==> config.mk <==
export PLATFORM = sky130hd
export DESIGN_NAME = aud_rec_writer
export DESIGN_NICKNAME = d
export VERILOG_FILES = /design/src/rtl/aud_rec_writer.sv
export SDC_FILE = /design/constraint.sdc
export NUM_CORES = 1
export LEC_CHECK = 0
export CORE_UTILIZATION = 52
export CTS_CLUSTER_DIAMETER = 100
export CTS_CLUSTER_SIZE = 14
export DETAILED_ROUTE_END_ITERATION = 16
export PLACE_DENSITY = 0.8
export SYNTH_ARGS = -nofsm -noshare
export SYNTH_HDL_FRONTEND = slang
export SYNTH_SLANG_ARGS = --single-unit
export TNS_END_PERCENT = 1
==> constraint.sdc <==
create_clock -name i_clk -period 2.2 [get_ports i_clk]
set_input_delay 0.33 -clock i_clk [delete_from_list [all_inputs] [get_ports i_clk]]
set_output_delay 0.33 -clock i_clk [all_outputs]
set_load 0.02 [all_outputs]
==> src/rtl/aud_rec_writer.sv <==
`default_nettype none
// ============================================================================
//  Module   : aud_rec_writer
//  Purpose  : Writes the recorder sample stream sequentially into the external
//             SRAM with a timed active-low write-enable pulse. It tracks the
//             length of the take and absorbs one early sample in a skid buffer.
//  Revision : 1.0 - initial release
// ============================================================================
module aud_rec_writer #(
    parameter int                ADDR_W    = 20,
    parameter int                DATA_W    = 16,
    parameter int                WE_CYCLES = 2,
    parameter logic [ADDR_W-1:0] MAX_ADDR  = {ADDR_W{1'b1}}
) (
    input  logic              i_clk,
    input  logic              i_rst_n,
    input  logic              i_start,
    input  logic              i_pause,
    input  logic              i_stop,
    input  logic [DATA_W-1:0] i_data,
    input  logic              i_valid,
    output logic              o_rec_en,
    output logic [ADDR_W-1:0] o_sram_addr,
    output logic [DATA_W-1:0] o_sram_data,
    output logic              o_sram_we_n,
    output logic [ADDR_W-1:0] o_end_addr,
    output logic              o_full,
    output logic              o_overrun
);

    localparam int              CNT_W    = (WE_CYCLES > 1) ? $clog2(WE_CYCLES) : 1;
    localparam logic [CNT_W-1:0] CNT_LAST = CNT_W'(WE_CYCLES - 1);

    typedef enum logic [2:0] {
        S_IDLE  = 3'd0,
        S_WAIT  = 3'd1,
        S_WRITE = 3'd2,
        S_HOLD  = 3'd3,
        S_PAUSE = 3'd4,
        S_FULL  = 3'd5
    } state_t;

    state_t              state, state_nx;
    logic [CNT_W-1:0]    we_cnt, we_cnt_nx;
    logic [DATA_W-1:0]   buf_data, buf_data_nx;
    logic                buf_full, buf_full_nx;
    logic                pause_pend, pause_pend_nx;
    logic                stop_pend, stop_pend_nx;
    logic                rec_en_nx;
    logic [ADDR_W-1:0]   addr_nx;
    logic [DATA_W-1:0]   data_nx;
    logic                we_n_nx;
    logic [ADDR_W-1:0]   end_addr_nx;
    logic                full_nx;
    logic                overrun_nx;
    logic                stop_eff;
    logic                pause_eff;

    // State and registered outputs; reset forces WE high immediately
    always_ff @(posedge i_clk or negedge i_rst_n) begin
        if (!i_rst_n) begin
            state       <= S_IDLE;
            we_cnt      <= '0;
            buf_data    <= '0;
            buf_full    <= 1'b0;
            pause_pend  <= 1'b0;
            stop_pend   <= 1'b0;
            o_rec_en    <= 1'b0;
            o_sram_addr <= '0;
            o_sram_data <= '0;
            o_sram_we_n <= 1'b1;
            o_end_addr  <= '0;
            o_full      <= 1'b0;
            o_overrun   <= 1'b0;
        end else begin
            state       <= state_nx;
            we_cnt      <= we_cnt_nx;
            buf_data    <= buf_data_nx;
            buf_full    <= buf_full_nx;
            pause_pend  <= pause_pend_nx;
            stop_pend   <= stop_pend_nx;
            o_rec_en    <= rec_en_nx;
            o_sram_addr <= addr_nx;
            o_sram_data <= data_nx;
            o_sram_we_n <= we_n_nx;
            o_end_addr  <= end_addr_nx;
            o_full      <= full_nx;
            o_overrun   <= overrun_nx;
        end
    end

    // Next-state and next-output logic; stop beats pause beats start
    always_comb begin
        state_nx      = state;
        we_cnt_nx     = we_cnt;
        buf_data_nx   = buf_data;
        buf_full_nx   = buf_full;
        pause_pend_nx = pause_pend;
        stop_pend_nx  = stop_pend;
        rec_en_nx     = o_rec_en;
        addr_nx       = o_sram_addr;
        data_nx       = o_sram_data;
        we_n_nx       = o_sram_we_n;
        end_addr_nx   = o_end_addr;
        full_nx       = o_full;
        overrun_nx    = o_overrun;
        stop_eff      = stop_pend | i_stop;
        pause_eff     = pause_pend | i_pause;

        // A sample arriving while the writer is busy and the skid slot is
        // taken is lost; flag it for the whole take.
        if ((state == S_WRITE || state == S_HOLD) && i_valid && buf_full) begin
            overrun_nx = 1'b1;
        end

        case (state)
            S_IDLE: begin
                rec_en_nx = 1'b0;
                if (i_start && !i_stop && !i_pause) begin
                    addr_nx       = '0;
                    end_addr_nx   = '0;
                    overrun_nx    = 1'b0;
                    buf_full_nx   = 1'b0;
                    pause_pend_nx = 1'b0;
                    stop_pend_nx  = 1'b0;
                    rec_en_nx     = 1'b1;
                    state_nx      = S_WAIT;
                end
            end

            S_WAIT: begin
                if (i_stop) begin
                    state_nx  = S_IDLE;
                    rec_en_nx = 1'b0;
                    addr_nx   = '0;
                end else if (i_pause) begin
                    state_nx  = S_PAUSE;
                    rec_en_nx = 1'b0;
                end else if (i_valid) begin
                    data_nx   = i_data;
                    we_n_nx   = 1'b0;
                    we_cnt_nx = '0;
                    state_nx  = S_WRITE;
                end
            end

            S_WRITE: begin
                if (i_valid && !buf_full) begin
                    buf_data_nx = i_data;
                    buf_full_nx = 1'b1;
                end
                if (i_stop) begin
                    stop_pend_nx = 1'b1;
                end else if (i_pause) begin
                    pause_pend_nx = 1'b1;
                end
                if (we_cnt == CNT_LAST) begin
                    we_n_nx  = 1'b1;
                    state_nx = S_HOLD;
                end else begin
                    we_cnt_nx = we_cnt + CNT_W'(1);
                end
            end

            S_HOLD: begin
                // Wraps to 0 only if the whole array is written and MAX_ADDR
                // is the top of the address space.
                end_addr_nx = o_sram_addr + ADDR_W'(1);
                if (stop_eff) begin
                    state_nx      = S_IDLE;
                    rec_en_nx     = 1'b0;
                    full_nx       = 1'b0;
                    addr_nx       = '0;
                    buf_full_nx   = 1'b0;
                    pause_pend_nx = 1'b0;
                    stop_pend_nx  = 1'b0;
                end else if (o_sram_addr == MAX_ADDR) begin
                    state_nx      = S_FULL;
                    rec_en_nx     = 1'b0;
                    full_nx       = 1'b1;
                    buf_full_nx   = 1'b0;
                    pause_pend_nx = 1'b0;
                end else begin
                    addr_nx = o_sram_addr + ADDR_W'(1);
                    if (buf_full) begin
                        data_nx       = buf_data;
                        buf_full_nx   = 1'b0;
                        we_n_nx       = 1'b0;
                        we_cnt_nx     = '0;
                        pause_pend_nx = pause_eff;
                        state_nx      = S_WRITE;
                    end else if (i_valid) begin
                        // Slot is free this cycle: the new sample goes
                        // straight out instead of parking in the buffer.
                        data_nx       = i_data;
                        we_n_nx       = 1'b0;
                        we_cnt_nx     = '0;
                        pause_pend_nx = pause_eff;
                        state_nx      = S_WRITE;
                    end else if (pause_eff) begin
                        pause_pend_nx = 1'b0;
                        rec_en_nx     = 1'b0;
                        state_nx      = S_PAUSE;
                    end else begin
                        state_nx = S_WAIT;
                    end
                end
            end

            S_PAUSE: begin
                if (i_stop) begin
                    state_nx  = S_IDLE;
                    rec_en_nx = 1'b0;
                    addr_nx   = '0;
                end else if (!i_pause && i_start) begin
                    rec_en_nx = 1'b1;
                    state_nx  = S_WAIT;
                end
            end

            S_FULL: begin
                if (i_stop) begin
                    state_nx  = S_IDLE;
                    rec_en_nx = 1'b0;
                    full_nx   = 1'b0;
                    addr_nx   = '0;
                end
            end

            default: begin
                state_nx  = S_IDLE;
                rec_en_nx = 1'b0;
                we_n_nx   = 1'b1;
            end
        endcase
    end

endmodule
`default_nettype wire
After elaboration in Yosys (flattened, before gate mapping)
Cells that the tools add are included.
{"block": "word_totals", "reg_bits": 83, "out_inout_bits": 60, "in_bits": 22, "wordCells": 152}
{"block": "op_classes", "eq_ne": 28, "mux": 74, "n_reduce_logical": 31, "bitwise": 4, "addsub": 2}
{"op": "$mux W16", "count": 6}
{"op": "$mux W20", "count": 4}
{"op": "$pmux W20 S3", "count": 1}
{"op": "$mux W1", "count": 40}
{"op": "$pmux W20 S2", "count": 1}
{"op": "$mux W3", "count": 13}
{"op": "$pmux W16 S2", "count": 1}
{"op": "$ne A2 B2 Y1 const B", "count": 11}
{"op": "$add A20 B1 Y20 const B", "count": 1}
{"op": "$eq A20 B20 Y1 const B", "count": 1}
{"op": "$reduce_and A5 Y1", "count": 4}
{"op": "$pmux W3 S6", "count": 1}
{"op": "$ne A4 B3 Y1 const B", "count": 3}
{"op": "$pmux W1 S3", "count": 4}
{"op": "$ne A3 B3 Y1 const B", "count": 3}
{"op": "$reduce_bool A3 Y1", "count": 3}
{"op": "$reduce_and A4 Y1", "count": 2}
{"op": "$reduce_and A7 Y1", "count": 1}
{"op": "$eq A3 B2 Y1 const B", "count": 2}
{"op": "$eq A3 B3 Y1 const B", "count": 2}
{"op": "$logic_and A1 B1 Y1", "count": 6}
{"op": "$ne A6 B5 Y1 const B", "count": 1}
{"op": "$pmux W1 S6", "count": 1}
{"op": "$reduce_and A3 Y1", "count": 2}
{"op": "16 further kinds", "count": 25}

Depth between registers and ports, before layout
{"block": "logic_depth", "word_depth": 7, "depth_mapped": 8, "ltp_nobuf": 6}

Worst setup path before layout
No wires, ideal clock.
{"block": "synth_timing", "kind": "register to register", "startpoint": "register o_sram_addr[0]", "endpoint": "register o_sram_addr[16]", "period_less_slack_ns": 2.204, "slack_ns": -0.004, "setup_ns": 0.125, "path_buffers": 0, "required_time_ns": 2.075, "stages_incl_launch_ff": 7, "arrival_time_ns": 2.079, "cell_sequence": "dfrtp_1 > ha_1 > nand3_1 > nor4_2 > nand4_2 > a211o_1 > mux2_4"}
{"block": "synth_between", "elab_chain_len": 4, "elab_cells_between_ends": 7, "cone_classes": "add/sub: 1; eq/ne: 2; mux: 3; reduce/logical: 1"}
{"element": "start: declaration", "line_no": "23", "source": "output logic [ADDR_W-1:0] o_sram_addr,"}
{"element": "start signal: assignment", "line_no": "83", "source": "o_sram_addr <= addr_nx;"}
{"element": "$add A20 B1 Y20", "line_no": "184", "source": "addr_nx = o_sram_addr + ADDR_W'(1);"}
{"element": "$mux W20", "line_no": "177", "source": "end else if (o_sram_addr == MAX_ADDR) begin"}
{"element": "$mux W20", "line_no": "169", "source": "if (stop_eff) begin"}
{"element": "$pmux W20 S3", "line_no": "116", "source": "case (state)"}
Parallel ways exist; a longest one is shown, timed or not. The select of a mux whose other input is x is not followed.
A chain may end at the register's enable or synchronous reset.

Final worst setup path
{"block": "layout_timing", "startpoint": "register o_sram_addr[0]", "endpoint": "register o_sram_addr[3]"}
Same word-level chain as after synthesis.

==> impl_summary.log <==
[metrics] status: complete, no violations
[metrics] initial antenna violation count: 0
[metrics] first-pass GRT wire length: around 17,000 um
[metrics] Detail Route Antenna Nets: 0
[metrics] worst-margin pin slew: 589 ps
[metrics] depth of the worst register-to-register path: 8
[metrics] Clock Skews: 13.6 ps
[metrics] source-to-sink clock delay at the later pin of the worst-skew pair: 360 ps
[metrics] total power density per cell area: 936 mW/mm^2
[metrics] proportion of synthesized flip-flops having asynchronous set or reset: 100%
[metrics] vias per cell: between 5 and 6
[metrics] cell types with the largest area share after synthesis: sky130_fd_sc_hd__dfrtp_1 49%, sky130_fd_sc_hd__o21ai_0 4.4%, sky130_fd_sc_hd__nand2_1 4.4%
[metrics] crit path launch: o_sram_addr[0]
[metrics] area of the die: around 0.0084 sq mm
[metrics] floorplan die height: between 90 and 100 um
[metrics] critical path fanouts, max: 12
[metrics] syn nets: 446
[metrics] slowest cell on the critical path: sky130_fd_sc_hd__nor4_4
[metrics] critical path arrival: between 2000 and 2500 ps
[metrics] Crit Reg-Reg Endpoint: o_sram_addr[3]
[metrics] library cell used as clock root buffer: sky130_fd_sc_hd__clkbuf_8
[metrics] area share of the largest cell type after synthesis: between 40% and 50%
[metrics] reg-to-reg critical path startpoint: o_sram_addr[0]
[metrics] max_slew headroom: 60.4%
[metrics] cell count after synthesis: approximately 420
[metrics] CP Launch Type: register
[metrics] post-route minimum period: 2050 ps
[metrics] number of levels in the clock H-tree: 3
[metrics] HP Start: o_end_addr[10]
[metrics] row cnt: 32
[metrics] count of warnings emitted by yosys: 0
[metrics] share of power burned in combinational logic: between 30% and 40%
[metrics] Die X: 91.8 um
[metrics] final clock period utilization by the worst path: 93.0%
[metrics] total non-filler cell area in the finished layout: between 0.005 and 0.006 sq mm
[metrics] Primary FF master, synth: sky130_fd_sc_hd__dfrtp_1
[metrics] share of post-route cells with drive strength above 1: between 15 and 20%
[metrics] list of most frequent post-synthesis cells: 82 x sky130_fd_sc_hd__dfrtp_1, 49 x sky130_fd_sc_hd__nand2_1, 40 x sky130_fd_sc_hd__nor2_1
[metrics] total clock sinks: 83
[metrics] largest net degree at the start of global routing: 43
[metrics] share of total power in sequential cells: 42.2%
[metrics] count of unresolved DRC violations after routing: 0
[metrics] switching power share of the total: a little over a third
[metrics] Final Routed Wirelength: about 11,000 um
[metrics] number of cells on the worst hold path: 2
[metrics] initial core utilization: 53.9%
[metrics] grt ovf: 0
[metrics] clock tree from TritonCTS: yes
[metrics] Most common cell on crit path: sky130_fd_sc_hd__buf_4
[metrics] hold violation total from the final report: 0
[metrics] part of the Yosys area used for sequential elements: 49.6%
[metrics] clock network power share: about 23%
[metrics] class of the most critical hold timing path: register to register
[metrics] total number of vias: 3,696
[metrics] number of max-capacitance violations reported: 0
[metrics] peak supply drop: 748 uV
[metrics] Port Buffers: 81
[metrics] Final setup viols: 0
[metrics] placed cell areas: 0.00529 sq mm
[metrics] most common cell in the netlist: sky130_fd_sc_hd__dfrtp_1
[metrics] Area growth, synth to finish: 31.9%
[metrics] CTS clk-pin slew, worst paths: about 90 ps
[metrics] sum of internal, switching and leakage power: 0.00517 W
[metrics] Data required, critical path: around 2400 ps
[metrics] average size of a mapped cell: between 9 and 10 sq um
[metrics] type of the setup path with the least slack: register to register
[metrics] Final #Nets: around 550
[metrics] Switch Pwr: about 0.0018 W
[metrics] final-report max-slew violation count: 0
[metrics] routed len/inst: 16.7 um
[metrics] Internal Power: 0.00336 W
[metrics] flop2flop setup slack: roughly 150 ps
[metrics] number of global-route vias before repair: 3,536
[metrics] TritonCTS Buffers: 9
[metrics] Largest stage delay, worst path: ~440 ps
[metrics] cells along the critical path: ha_1 > nand3_1 > nor4_4 > buf_4 > and3_1 > buf_4 > o21ai_0 > o41ai_1
[metrics] Antenna Cells: 0
[metrics] unrepaired setup endpoints after global routing: false
[metrics] area of the mapped netlist: approximately 0.0042 sq mm
[metrics] Boundary Pins: just over 80
[metrics] combined global-route utilization of all metal layers: a little over a quarter
[metrics] Worst Hold Path EP: o_end_addr[10]
[metrics] length of the first detailed-routing pass in iterations: 5
[metrics] post-synthesis sequential element count: 83
[metrics] number of design-rule violations left by the first detailed-router iteration: approximately 230
[metrics] area inside the core boundary: ~0.0078 sq mm
[metrics] distinct cell type count of the synthesized netlist: between 60 and 70
[metrics] leakage: around 2.4 nW
[metrics] leading area contributor after synthesis: sky130_fd_sc_hd__dfrtp_1
[metrics] DP HPWL: roughly 7600 um
[metrics] Peak Freq: ~490 MHz
[metrics] Longest Clk Path Bufs: 2
[metrics] critical path endpoint category: register
[metrics] number of synthesized flops with an enable pin: 0
[metrics] Placer Congestion: about 0.92
[how the worst max path moves through the flow]
stage | endpoint | cells after the start
after CTS | o_sram_data[5] | 8
after floorplan | o_sram_addr[2] | 7
after global placement | o_end_addr[11] | 7
final | o_sram_addr[3] | 8
after global routing | o_sram_we_n | 7
after detailed placement | o_end_addr[13] | 7
[power by group through the flow]
stage	combinational, W	sequential [W]	clock (W)
detailed placement	0.00182	0.00221	0
global route	0.00198	0.00223	0.00122
CTS	0.00183	0.00218	0.00117
floorplan	0.000820	0.00238	0
global placement	0.00177	0.00219	0
finish	0.00182	0.00218	0.00117
[critical path: cells and delay by family, from the launching register on]
kind	cells	cell delay [ps]
AND/OR/NAND/NOR	3	790
buffers and inverters	2	410
flip-flops	1	360
adder cells (fa/ha/maj)	1	190
AO/OA/AOI/OAI	2	180
[kinds of logic after synthesis]
logic type | synth area share [%]
AOI/OAI and AO/OA | 19.5
DFF | 49.6
buffers and inverters | 4.84
xor gates and xnor gates | 3.76
muxes | 4.90
adders and majority gates | 0.299
and+or+nand+nor | 17.1
[through the flow]
stage | worst slack, ps | TNS (ps) | util, % | hold slack (ps) | std cells
5_1_grt | 31.0 | 0 | 71.2 | 506 | 637
6_report | 154 | 0 | 71.2 | 483 | 637
2_1_floorplan | -0.0790 | -0.0790 | - | 34.4 | 423
4_1_cts | 140 | 0 | 71.0 | 489 | 635
3_5_place_dp | -129 | -2700 | 68.1 | 350 | 618
3_3_place_gp | -44.9 | -746 | 68.1 | 349 | 618
[final cells by class]
type / instances / area, sq um
Clock buffer: 10 / 138
Multi-Input combinational cell: 306 / 1920
Fill cell: 605 / 2240
Clock inverter: 6 / 71.3
Tap cell: 102 / 128
Timing Repair Buffer: 124 / 1170
Inverter: 6 / 22.5
Sequential cell: 83 / 2080
[cells in the final DEF (no fill, tap or decap), types with 10 or more instances in the layout]
cell type,instances
sky130_fd_sc_hd__clkdlybuf4s50_1,80
sky130_fd_sc_hd__a21oi_1,30
sky130_fd_sc_hd__o31ai_1,10
sky130_fd_sc_hd__dfrtp_1,82
sky130_fd_sc_hd__o21ai_0,37
sky130_fd_sc_hd__nor2_1,40
sky130_fd_sc_hd__mux2_2,16
sky130_fd_sc_hd__a31oi_1,13
sky130_fd_sc_hd__clkbuf_8,10
sky130_fd_sc_hd__nand2_1,49
sky130_fd_sc_hd__buf_4,40
sky130_fd_sc_hd__o22ai_1,17
[state kept, by name (all words and copies together), names as in the netlist, 3 cells and up]
name,flops
buf_data,16
o_end_addr,20
o_sram_data,16
state,3
o_sram_addr,20
[per-layer routing]
metal,wire length [um],vias up,global-route usage [%]
met5,0,-,0
met4,203,0,9.64
met3,417,22,3.23
met2,5300,120,44.6
met1,4690,1810,35.5
li1,-,1744,-
[repair_timing]
| action | CTS | global route |
|---|---|---|
| endpoints found under the setup margin | 0 | 1 |
| resized for setup | 0 | 0 |
| endpoints found under the hold margin | 40 | 0 |
| setup buffers | 0 | 2 |
| hold buffers | 1 | 0 |
Power figures use the tool's default switching activity.
